--- config.mk ---
export PLATFORM = sky130hd
export DESIGN_NAME = bcd2bin
export DESIGN_NICKNAME = d
export VERILOG_FILES = /design/src/rtl/bcd2bin.sv
export SDC_FILE = /design/constraint.sdc
export NUM_CORES = 1
export LEC_CHECK = 0
export CORE_ASPECT_RATIO = 0.6
export CORE_UTILIZATION = 32
export CTS_BUF_LIST = sky130_fd_sc_hd__clkbuf_4
export DETAILED_ROUTE_END_ITERATION = 7
export PLACE_DENSITY = 0.53
export SLEW_MARGIN = 20
export SYNTH_ARGS = -nofsm -noshare
export SYNTH_HDL_FRONTEND = slang
export SYNTH_SLANG_ARGS = --single-unit
--- constraint.sdc ---
create_clock -name clk -period 2.3 [get_ports clk]
set_input_delay 0.23 -clock clk [delete_from_list [all_inputs] [get_ports clk]]
set_output_delay 0.23 -clock clk [all_outputs]
set_load 0.05 [all_outputs]
--- src/rtl/bcd2bin.sv ---
// Packed-BCD to binary converter using reverse double-dabble (shift right, then -3 on digits >= 8).
// One init pulse starts a fixed-length conversion; a one-cycle done pulse presents result/err.
module bcd2bin #(
    parameter int N_DIG = 5,
    parameter int W_BIN = 16
) (
    input  logic               clk,
    input  logic               rst,
    input  logic               init,
    input  logic [4*N_DIG-1:0] A,
    output logic [W_BIN-1:0]   result,
    output logic               err,
    output logic               busy,
    output logic               done
);
    localparam int BW = 4 * N_DIG;
    localparam int CW = $clog2(W_BIN + 1);

    typedef enum logic [1:0] {IDLE, SHIFT, ADJ, FIN} state_t;

    state_t              state_q, state_d;
    logic [BW+W_BIN-1:0] sr_q, sr_d;
    logic [CW-1:0]       cnt_q, cnt_d;
    logic                inv_q, inv_d;
    logic [W_BIN-1:0]    result_q, result_d;
    logic                err_q, err_d;

    logic [BW-1:0]       bcd_adj;
    logic [N_DIG-1:0]    dig_bad;

    // Per-digit correction of the shift register's BCD field, and input digit validity.
    for (genvar gi = 0; gi < N_DIG; gi++) begin : g_dig
        logic [3:0] dig;
        assign dig                = sr_q[W_BIN + 4*gi +: 4];
        assign bcd_adj[4*gi +: 4] = (dig >= 4'd8) ? (dig - 4'd3) : dig;
        assign dig_bad[gi]        = (A[4*gi +: 4] > 4'd9);
    end

    always_ff @(posedge clk or posedge rst) begin
        if (rst) begin
            state_q  <= IDLE;
            sr_q     <= '0;
            cnt_q    <= '0;
            inv_q    <= 1'b0;
            result_q <= '0;
            err_q    <= 1'b0;
        end else begin
            state_q  <= state_d;
            sr_q     <= sr_d;
            cnt_q    <= cnt_d;
            inv_q    <= inv_d;
            result_q <= result_d;
            err_q    <= err_d;
        end
    end

    always_comb begin
        state_d  = state_q;
        sr_d     = sr_q;
        cnt_d    = cnt_q;
        inv_d    = inv_q;
        result_d = result_q;
        err_d    = err_q;
        case (state_q)
            IDLE: begin
                if (init) begin
                    sr_d    = {A, {W_BIN{1'b0}}};
                    cnt_d   = CW'(W_BIN);
                    inv_d   = |dig_bad;
                    state_d = SHIFT;
                end
            end
            SHIFT: begin
                sr_d    = sr_q >> 1;
                cnt_d   = cnt_q - CW'(1);
                state_d = ADJ;
            end
            ADJ: begin
                sr_d = {bcd_adj, sr_q[W_BIN-1:0]};
                if (cnt_q == '0) begin
                    state_d = FIN;
                    // Invalid input dominates; leftover BCD after all shifts means overflow.
                    if (inv_q) begin
                        result_d = '0;
                        err_d    = 1'b1;
                    end else if (bcd_adj != '0) begin
                        result_d = '1;
                        err_d    = 1'b1;
                    end else begin
                        result_d = sr_q[W_BIN-1:0];
                        err_d    = 1'b0;
                    end
                end else begin
                    state_d = SHIFT;
                end
            end
            FIN: begin
                state_d = IDLE;
            end
            default: begin
                state_d = IDLE;
            end
        endcase
    end

    assign result = result_q;
    assign err    = err_q;
    assign busy   = (state_q != IDLE);
    assign done   = (state_q == FIN);
endmodule

==> metrics.md <==
| Metric | Value |
|---|---|
| Run status | `complete, no violations` |
| Fmax | `462 MHz` |
| Non-filler instance count after layout | `595` |
| Number of antenna violations at the first check in global routing | `1` |
| Io pins | `42` |
| Maxcap violations | `0` |
| Tcrit/Tclk final | `0.941` |
| Via count of the first global-routing pass | `2949` |
| Cell Pwr Density | `1290 nW/µm²` |
| Core Rows | `29` |
| Synth Warn # | `0` |
| Largest net degree at the start of global routing | `33` |
| CP Buf/Inv Count | `2` |
| Worst Path Required | `2.59 ns` |
| RePlAce Congestion | `0.840` |
| Nets | `489` |
| Hold-fix buffers, CTS | `0` |
| First-pass DRT Iterations | `5` |
| Post-synth top flop | `dfrtp_1` |
| Synth top cells by count | `dfrtp_1 (61), nand2_1 (52), o21ai_0 (50)` |
| Hold WC Path Type | `input port to async pin` |
| Setup TNS | `0 ns` |
| Lkg Pwr | `1.78 nW` |
| Initial drt markers | `249` |
| Post-CTS setup buffer count | `0` |
| Most numerous cell in the Yosys netlist | `dfrtp_1` |
| RSZ-0062 raised after global routing | `no` |
| Post-DP HPWL | `6680 µm` |
| CP top delay family | `simple AND/OR/NAND/NOR gates` |
| CP max-delay cell | `or4_1` |
| Initial Utilization | `0.329` |
| Worst slew pin tran | `0.639 ns` |
| Post-Synthesis Cell Area | `3490 µm²` |
| Worst path arrival time | `2.45 ns` |
| Worst VDD drop | `667 µV` |
| Post-route ant nets | `0` |
| CTS clock-pin slew for the worst setup and hold paths | `0.12 ns` |
| DRT Wirelength | `9250 µm` |
| I/O Buffers | `41` |
| CP Max Fanout | `17` |
| Worst setup EP type | `flop` |
| Area grow syn2layout | `21.2%` |
| Gate Count Post-Synth | `411` |
| Vias | `3059` |
| Slew headroom | `0.573` |
| Die Area | `11300 µm²` |
| Sequential share of the synthesized area | `0.438` |
| Tmin final | `2.16 ns` |
| Tot Pwr | `0.00546 W` |
| Layout cells sized above 1 | `0.0901` |
| Post-synth top area cell | `dfrtp_1` |
| Total GRT Usage | `0.179` |
| CP Cell Sequence | `inv_1 > ha_1 > nand2_1 > or4_1 > nor4b_4 > buf_4 > a32oi_1` |
| Placed Area | `4100 µm²` |
| CP startpoint kind | `flop` |
| Chip height | `82.8 µm` |
| Final Skew | `0.0175 ns` |
| First-pass GRT wire length | `15500 µm` |
| H-tree depth | `3` |
| Slew Viols, Final | `0` |
| CTS Buf Count | `9` |
| Syn nets | `450` |
| Die X | `137 µm` |
| Post-synth EDFFs | `0` |
| GRT overflow | `0` |
| Synth area leaders | `dfrtp_1 (44%), o21ai_0 (7.2%), ha_1 (5.7%)` |
| Crit Path Category | `flop to flop` |
| Post-synth cell types | `51` |
| Clk buf depth | `2` |
| CP max stage delay | `0.51 ns` |
| Dpl cells | `578` |
| Hold WS | `0.205 ns` |
| Syn avg cell area | `8.48 µm²` |
| R2r startpoint | `state_q[0]` |
| Async SR Flop Fraction | `1.00` |
| Post-CTS sizing | `0` |
| CTS root buf | `clkbuf_4` |
| Synth top area share | `0.438` |
| Final Hold Viols | `0` |
| Worst Setup SP | `state_q[0]` |
| # DRC | `0` |
| WL/cell | `15.5 µm` |
| Post-synthesis sequential element count | `61` |
| Design Area, Final | `4230 µm²` |
| CTS sink count | `61` |
| CORE AREA | `10600 µm²` |
| CTS tree | `built` |
| Final setup violation count | `0` |
| Clk_lat worst skew | `0.42 ns` |
| Via density | `5.14` |
-- layout by cell type (no fill, tap or decap), types with 5 or more instances in the layout --
cell	n
dfrtp_1	61
nand2_1	52
o21ai_0	50
inv_1	43
clkdlybuf4s50_1	40
a21oi_1	38
a31oi_1	23
buf_4	18
nor2_1	16
ha_1	16
nand3_1	9
clkbuf_4	9
nor3_1	6
a22o_1	5
o2bb2ai_1	5
-- worst paths after layout --
kind	end	slack (ns)	depth (start not counted)
worst max-delay path	err	0.14	7
worst min-delay path	cnt_q[1]	0.21	2
worst max register to register	err	0.14	7
worst min register to register	sr_q[0]	0.51	2
max in group asynchronous	sr_q[25]	1.50	3
min in group clk	sr_q[35]	0.47	2
-- final cells by class --
class	instances	area, µm²
flip-flops and latches	61	1530
well taps	139	174
inverters	45	169
clock buffers	9	67.6
repair buffers	60	576
fillers	1090	6370
clock inverters	7	56.3
multi-input cells	273	1660
diodes	1	2.50
-- worst reg2reg max path, delay by kind of cell, from the launching register on --
kind            cells  cell delay (ns)
flops               1             0.44
fa+ha+maj           1             0.18
simple gates        3             0.91
compound gates      1             0.13
buf+inv             2             0.38
-- where the power goes --
part,internal (W),switching [W]
combinational,0.00117,0.00179
sequential,0.00138,0.000405
clock,0.000315,0.000404
-- metrics by stage --
| stage | utilization | setup slack (ns) |
|---|---|---|
| 6_report | 0.399 | 0.137 |
| 5_1_grt | 0.399 | 0.0270 |
| 4_1_cts | 0.399 | 0.123 |
| 3_5_place_dp | 0.387 | 0.173 |
| 3_3_place_gp | 0.387 | 0.287 |
| 2_1_floorplan | - | 0.145 |
-- flip-flops by register name, summed over array words and instances, names as in the netlist --
register	flops
sr_q	36
result	16
cnt_q	5
state_q	2
err	1
inv_q	1
-- cell families after synthesis --
kind of cell | after synthesis | synth area share
buffers and inverters | 77 | 0.0872
muxes | 3 | 0.00861
DFF | 61 | 0.438
adders and majority gates | 16 | 0.0574
AOI/OAI and AO/OA | 146 | 0.256
and+or+nand+nor | 106 | 0.148
xor gates and xnor gates | 2 | 0.00503
-- per-layer routing --
layer / track usage / routed length, µm / vias up
li1: - / - / 1512
met1: 0.276 / 4930 / 1457
met2: 0.238 / 3650 / 81
met3: 0.0507 / 581 / 9
met4: 0.0495 / 77 / 0
met5: 0 / 0 / -
Power figures use the tool's default switching activity.
